==> src/rtl/trig_rom_arbiter.sv <==
// Arbitrates the shared sine/cosine ROM among render, player and opponent physics.
// Angle requests enter over valid/ready. A one-hot tag pipeline routes each ROM result back to its requester.
module trig_rom_arbiter #(
    parameter int unsigned ANGLE_W   = 9,
    parameter int unsigned TRIG_W    = 11,
    parameter int unsigned ANGLE_MAX = 359,
    parameter int unsigned ROM_LAT   = 2
) (
    input  logic                       clk_in,
    input  logic                       rst_n_in,
    input  logic [2:0]                 req_valid_in,
    input  logic [3*ANGLE_W-1:0]       req_angle_in,
    output logic [2:0]                 req_ready_out,
    output logic [2:0]                 rsp_valid_out,
    output logic signed [TRIG_W-1:0]   rsp_cos_out,
    output logic signed [TRIG_W-1:0]   rsp_sin_out,
    output logic [ANGLE_W-1:0]         rom_addr_out,
    input  logic signed [TRIG_W-1:0]   rom_cos_in,
    input  logic signed [TRIG_W-1:0]   rom_sin_in
);

    typedef enum logic {
        RR_PLAYER   = 1'b0,
        RR_OPPONENT = 1'b1
    } rr_e;

    rr_e                      rr_q, rr_d;
    logic [2:0]               grant;
    logic [ANGLE_W-1:0]       sel_angle;
    logic [ANGLE_W-1:0]       norm_angle;
    logic [ANGLE_W-1:0]       addr_q, addr_d;
    logic [2:0]               tag_q [ROM_LAT+1];
    logic [2:0]               tag_d [ROM_LAT+1];
    logic [2:0]               rsp_valid_q, rsp_valid_d;
    logic signed [TRIG_W-1:0] rsp_cos_q, rsp_cos_d;
    logic signed [TRIG_W-1:0] rsp_sin_q, rsp_sin_d;

    always_comb begin
        grant = '0;
        rr_d  = rr_q;
        if (req_valid_in[0]) begin
            grant = 3'b001;
        end else if (req_valid_in[1] && req_valid_in[2]) begin
            grant = (rr_q == RR_PLAYER) ? 3'b010 : 3'b100;
        end else if (req_valid_in[1]) begin
            grant = 3'b010;
        end else if (req_valid_in[2]) begin
            grant = 3'b100;
        end
        if (grant[1]) begin
            rr_d = RR_OPPONENT;
        end else if (grant[2]) begin
            rr_d = RR_PLAYER;
        end
    end

    assign req_ready_out = rst_n_in ? grant : '0;

    always_comb begin
        sel_angle = '0;
        for (int unsigned i = 0; i < 3; i++) begin
            if (grant[i]) begin
                sel_angle = req_angle_in[i*ANGLE_W +: ANGLE_W];
            end
        end
        // One subtraction suffices: the widest 9-bit angle (511) is below 720.
        if (sel_angle > ANGLE_W'(ANGLE_MAX)) begin
            norm_angle = sel_angle - ANGLE_W'(ANGLE_MAX + 1);
        end else begin
            norm_angle = sel_angle;
        end
        addr_d = (|grant) ? norm_angle : addr_q;
    end

    // Tag stages cover the address register plus the ROM latency.
    // The response register then captures the ROM data.
    always_comb begin
        tag_d[0] = grant;
        for (int unsigned i = 1; i <= ROM_LAT; i++) begin
            tag_d[i] = tag_q[i-1];
        end
        rsp_valid_d = tag_q[ROM_LAT];
        rsp_cos_d   = rsp_cos_q;
        rsp_sin_d   = rsp_sin_q;
        if (|tag_q[ROM_LAT]) begin
            rsp_cos_d = rom_cos_in;
            rsp_sin_d = rom_sin_in;
        end
    end

    always_ff @(posedge clk_in or negedge rst_n_in) begin
        if (!rst_n_in) begin
            rr_q        <= RR_PLAYER;
            addr_q      <= '0;
            rsp_valid_q <= '0;
            rsp_cos_q   <= '0;
            rsp_sin_q   <= '0;
            for (int unsigned i = 0; i <= ROM_LAT; i++) begin
                tag_q[i] <= '0;
            end
        end else begin
            rr_q        <= rr_d;
            addr_q      <= addr_d;
            rsp_valid_q <= rsp_valid_d;
            rsp_cos_q   <= rsp_cos_d;
            rsp_sin_q   <= rsp_sin_d;
            for (int unsigned i = 0; i <= ROM_LAT; i++) begin
                tag_q[i] <= tag_d[i];
            end
        end
    end

    assign rom_addr_out  = addr_q;
    assign rsp_valid_out = rsp_valid_q;
    assign rsp_cos_out   = rsp_cos_q;
    assign rsp_sin_out   = rsp_sin_q;

endmodule

==> config.mk <==
export PLATFORM = sky130hd
export DESIGN_NAME = trig_rom_arbiter
export DESIGN_NICKNAME = d
export VERILOG_FILES = /design/src/rtl/trig_rom_arbiter.sv
export SDC_FILE = /design/constraint.sdc
export NUM_CORES = 1
export LEC_CHECK = 0
export BUFFER_PORTS_ARGS = -buffer_cell sky130_fd_sc_hd__buf_4
export CAP_MARGIN = 40
export CELL_PAD_IN_SITES_DETAIL_PLACEMENT = 0
export CELL_PAD_IN_SITES_GLOBAL_PLACEMENT = 2
export CORE_ASPECT_RATIO = 1.1
export CORE_MARGIN = 1
export CORE_UTILIZATION = 25
export DETAILED_ROUTE_END_ITERATION = 12
export GPL_TIMING_DRIVEN = 0
export PLACE_DENSITY_LB_ADDON = 0.1
export REMOVE_ABC_BUFFERS = 1
export SYNTH_ARGS = -nofsm -noshare
export SYNTH_HDL_FRONTEND = slang
export SYNTH_SLANG_ARGS = --single-unit
==> constraint.sdc <==
create_clock -name clk_in -period 2.38 [get_ports clk_in]
set_input_delay 0.119 -clock clk_in [delete_from_list [all_inputs] [get_ports clk_in]]
set_output_delay 0.119 -clock clk_in [all_outputs]
set_load 0.02 [all_outputs]
# Word-level counts from Yosys, hierarchy flattened
# Index checks and enable logic that the tools add are counted.
[op_classes]
n_reduce_logical = 4
muxes = 12
addsub = 1
n_lt_le_gt_ge = 1
[ops]
columns = ["op", "count"]
rows = [
  ["$mux 9", 4],
  ["$mux 3", 6],
  ["$gt 9x9->1 const B", 1],
  ["$sub 9x9->9 const B", 1],
  ["$reduce_or 3->1", 2],
  ["$mux 1", 2],
  ["$reduce_bool 2->1", 1],
  ["$logic_and 1x1->1", 1],
]
[totals]
elab_cells = 26
regBits = 44
out_inout_bits = 37
in_bits = 54

# Depth between registers and ports, before layout
[depth]
ltp_word = 9
depth_mapped = 11
mapped_depth_nobuf = 9

# Worst setup path before layout
# No wires, ideal clock.
[synth_path]
path_type = "register -> register"
startpoint = "register rr_q"
endpoint = "register addr_q[5] (netlist: rom_addr_out[5])"
path_buffers = 1
setup_ns = 0.079
slack_ns = 0.153
required_ns = 2.301
arrival_time_ns = 2.148
period_less_slack_ns = 2.227
stages_incl_launch_ff = 11
path_cell_list = "dfrtp_1 > nand2b_1 > and2_1 > buf_6 > a222oi_1 > ha_1 > inv_1 > a31o_2 > and3_1 > o211ai_1 > mux2i_1"
[synth_via]
elab_cells_between_ends = 9
cone_classes = "add/sub: 1; order compare: 1; mux: 6; reduce/logical: 1"
[synth_rtl]
columns = ["element", "line_no", "text"]
rows = [
  ["start, declared", "27", "rr_e rr_q, rr_d;"],
  ["start signal, assigned", "102", "rr_q <= rr_d;"],
  ["$mux 3 (*)", "44", "grant = (rr_q == RR_PLAYER) ? 3'b010 : 3'b100;"],
  ["$mux 3 (*)", "43", "end else if (req_valid_in[1] && req_valid_in[2]) begin"],
  ["$mux 3 (*)", "41", "if (req_valid_in[0]) begin"],
  ["net grant[2]", "28", "logic [2:0] grant;"],
  ["$mux 9", "62", "if (grant[i]) begin"],
  ["$sub 9x9->9 or $gt 9x9->1 (tied branches)", "68, 67", ""],
  ["$mux 9", "67", "if (sel_angle > ANGLE_W'(ANGLE_MAX)) begin"],
  ["end signal, assigned", "103", "addr_q <= addr_d;"],
  ["end, declared", "31", "logic [ANGLE_W-1:0] addr_q, addr_d;"],
]
# Mark *: on every way through the listed nets, which the timed path passes. The rest lies on a longest branch.
# A chain may end at the register's enable or synchronous reset.

# Worst setup path after layout
[layout_path]
startpoint = "register rr_q"
endpoint = "register addr_q[7] (netlist: rom_addr_out[7])"
[layout_via]
elab_chain_cells = 7
elab_cells_between_ends = 9
cone_classes = "add/sub: 1; order compare: 1; mux: 6; reduce/logical: 1"
[layout_rtl]
columns = ["element", "line_no"]
rows = [
  ["$mux 3 (*)", "44"],
  ["$mux 3 (*)", "43"],
  ["$mux 3 (*)", "41"],
  ["$mux 9 (2 in series)", "62"],
  ["$sub 9x9->9 or $gt 9x9->1 (tied branches)", "68, 67"],
  ["$mux 9", "67"],
]
# Mark *: on every way between the ends. The rest lies on a longest branch, timed or not.

==> run summary <==
Clock transition at path regs -> 0.09 ns
initial antenna violation count -> 0
synthesized cell area -> 1962 sq um
Hold Crit Class -> in -> reg
TritonCTS clock tree -> built
DRT iter0 DRCs -> 110
Mapped Cells -> 158
critical path class -> reg -> reg
hold_ws -> 0.04598 ns
Synth Warn # -> 0
worst reg2reg path depth -> 10
area of the multi-input gates -> 845.8 sq um
starting density of the core -> 26.11%
Clock Power Share -> 30.1%
Rel. slew slack -> 57.12%
post-synth cell types -> 43
Worst R2R Start -> rr_q
number of vias per cell -> 4.485
antenna viol nets, final -> 0
Leakage -> 1.423 nW
router iterations before antenna repair -> 4
ant diodes -> 0
largest net degree at the start of global routing -> 48
vias post-DR -> 1,637
vias in the first global route -> 1,586
Core Footprint -> 7515 sq um
critical path endpoint category -> flip-flop
DP Wirelength -> 3784 um
Tightest Pin Transition -> 0.6432 ns
io pins -> 91
Die Wd -> 86.47 um
combinational power share -> 27.1%
# fillers -> 780
hold worst-path end -> rsp_cos_out[1]
Final Skew -> 0.003782 ns
CP max FO -> 6
grt ovf -> 0
setup TNS -> 0 ns
Final Cycle Share -> 93.99%
Worst R2R Setup Slack -> 0.14 ns
die footprint -> 8206 sq um
Flop pwr share -> 42.8%
setup violators final -> 0
DRC Markers -> 0
CP startpoint kind -> flip-flop
GRT Total Usage -> 12.99%
Final Hold Violating Endpoints -> 0
Fmax achieved -> 447.0 MHz
routability cong. -> 0.7271
minimum clock period -> 2.237 ns
post-synthesis register bit count -> 44
max cap viols -> 0
clk_lat worst skew -> 0.29 ns
max-slew violations -> 0
area added between synthesis and finish -> 52.49%
final WL -> 5201 um
Peak supply drop -> 0.2648 mV
status -> completed
nets@finish -> 314
layout cells sized above 1 -> 56.15%
number of port buffers -> 90
Critical R2R Capture -> rom_addr_out[7]
sw power -> 0.5763 mW
PwrDens -> 676.2 nW/um^2
register area -> 1101 sq um
Die Y -> 94.91 um
first-pass GRT wire length -> 8004 um
# H-tree levels -> 2
CP required -> 2.60 ns
P_int -> 1.447 mW
Rows -> 33
Net Sw Frac -> 28.49%
routed len/inst -> 14.25 um
CTS Sinks -> 44
CP arrival -> 2.46 ns
RSZ-0062 raised after global routing -> false
total power -> 2.023 mW
sequential area share after synthesis -> 56.12%
syn_area_per_cell -> 12.42 sq um
deepest clock path buffer count -> 2
TritonCTS buffer count -> 5
Worst Hold Depth -> 2
Hold Crit Start -> rom_cos_in[1]
Root Buffer -> clkbuf_8
## sequential cells by signal (all words and copies together), names as in the netlist
name / count
rsp_cos_out: 11
rsp_valid_out: 3
rom_addr_out: 9
rsp_valid_d: 3
rsp_sin_out: 11
rr_q: 1
tag_d: 6
## through the flow
step	std cells	utilization [%]	setup WS (ns)	cell area (sq um)
finish	365	39.81	0.1429	2992
global route	365	39.81	0.001726	2992
detailed placement	348	36.58	-0.5285	2749
floorplan	150	-	-0.1033	1913
CTS	363	39.19	0.01062	2945
global placement	345	36.20	-0.9938	2720
## layout make-up
class | count | area share [%]
clock inverters | 2 | 1.297
inverters | 5 | 0.6274
multi-input cells | 101 | 28.27
flip-flops and latches | 44 | 36.80
repair buffers | 102 | 25.85
well taps | 105 | 4.391
clock buffers | 6 | 2.760
## synth_stat cells (all sizes together)
library cell  instances  share of area (%)
dfrtp                44                 56
a222oi                4                2.0
a41oi                 1               0.83
buf                   6                2.1
a211oi                3                1.4
nand2b                2               0.64
o21ai                 2               0.51
a31oi                 1               0.32
nand3                 4                1.0
o311a                 1               0.51
a22o                  2               0.89
o22ai                 1               0.32
a21o                  1               0.38
a22oi                 1               0.38
a21bo                 1               0.51
nor2b                 3                1.1
nor4                  2               0.64
a31o                  1               0.45
a32oi                 4                1.8
o31ai                 2                1.0
inv                   5               0.96
and2                  3               0.96
a21boi                1               0.57
mux2i                 3                1.5
clkbuf                2               0.38
ha                    1               0.64
nor3                  2               0.51
mux2                 22                 13
a211o                 2               0.89
o211ai                3                1.1
o211a                 1               0.51
nand2                 9                1.7
nor2                  7                1.5
and3                  5                1.6
a21oi                 6                1.5
## power groups by stage
stage / Combinational, mW / Clock, mW / Sequential [mW]
3_3_place_gp: 0.504 / 0 / 0.881
3_5_place_dp: 0.507 / 0 / 0.883
6_report: 0.547 / 0.610 / 0.866
5_1_grt: 0.592 / 0.656 / 0.876
2_1_floorplan: 0.168 / 0 / 0.962
4_1_cts: 0.540 / 0.634 / 0.866
## what timing repair did
action,CTS,global route
pin swaps,4,7
buffers inserted,6,2
setup endpoints to repair,6,6
hold endpoints to repair,44,0
gates resized for setup,6,6
gates cloned,0,0
hold buffers,1,0
## cell usage in the layout (no fill, tap or decap), drive strengths merged, types with 2 or more instances in the layout
| cell | count |
|---|---|
| buf | 101 |
| dfrtp | 44 |
| mux2 | 22 |
| nand2 | 9 |
| nor2 | 7 |
| a21oi | 6 |
| clkbuf | 6 |
| and3 | 5 |
| inv | 5 |
| a222oi | 4 |
| a32oi | 4 |
| nand3 | 4 |
| o211ai | 3 |
| mux2i | 3 |
| and2 | 3 |
| nor2b | 3 |
| a211oi | 3 |
| a211o | 2 |
| nor4 | 2 |
| a22o | 2 |
| nand2b | 2 |
| nor3 | 2 |
| o31ai | 2 |
| o21ai | 2 |
## cells by family after synthesis
kind of cell / after synthesis / synth area share, %
adders and majority gates: 1 / 0.6377
buffers and inverters: 13 / 3.443
and+or+nand+nor: 37 / 9.630
DFF: 44 / 56.12
muxes: 25 / 14.16
AOI/OAI and AO/OA: 38 / 16.01
## critical path, cell delays in order (launching register included)
cell	delay, ns
dfrtp_1	0.41
nand2b_4	0.15
and2_4	0.16
a222oi_1	0.24
buf_4	0.19
ha_4	0.13
inv_2	0.05
a31o_4	0.20
and3_4	0.18
o211ai_1	0.23
mux2i_1	0.21
## layer usage
metal	vias up	GRT usage [%]	wire length, um
met5	-	0	0
met4	0	5.000	60
met3	7	2.710	227
met2	47	19.64	2425
met1	792	18.15	2489
li1	791	-	-
## how the worst max path moves through the flow
stage | endpoint | start | cells after the start | slack [ns]
6_report | rom_addr_out[7] | rr_q | 10 | 0.14
5_1_grt | rom_addr_out[7] | rr_q | 10 | 0.002
4_1_cts | rom_addr_out[5] | rr_q | 11 | 0.01
3_5_place_dp | rom_addr_out[5] | rr_q | 9 | -0.53
3_3_place_gp | rsp_cos_out[0] | rsp_valid_d[1] | 2 | -0.99
2_1_floorplan | rsp_cos_out[0] | rsp_valid_d[1] | 2 | -0.10
Power figures use the tool's default switching activity.
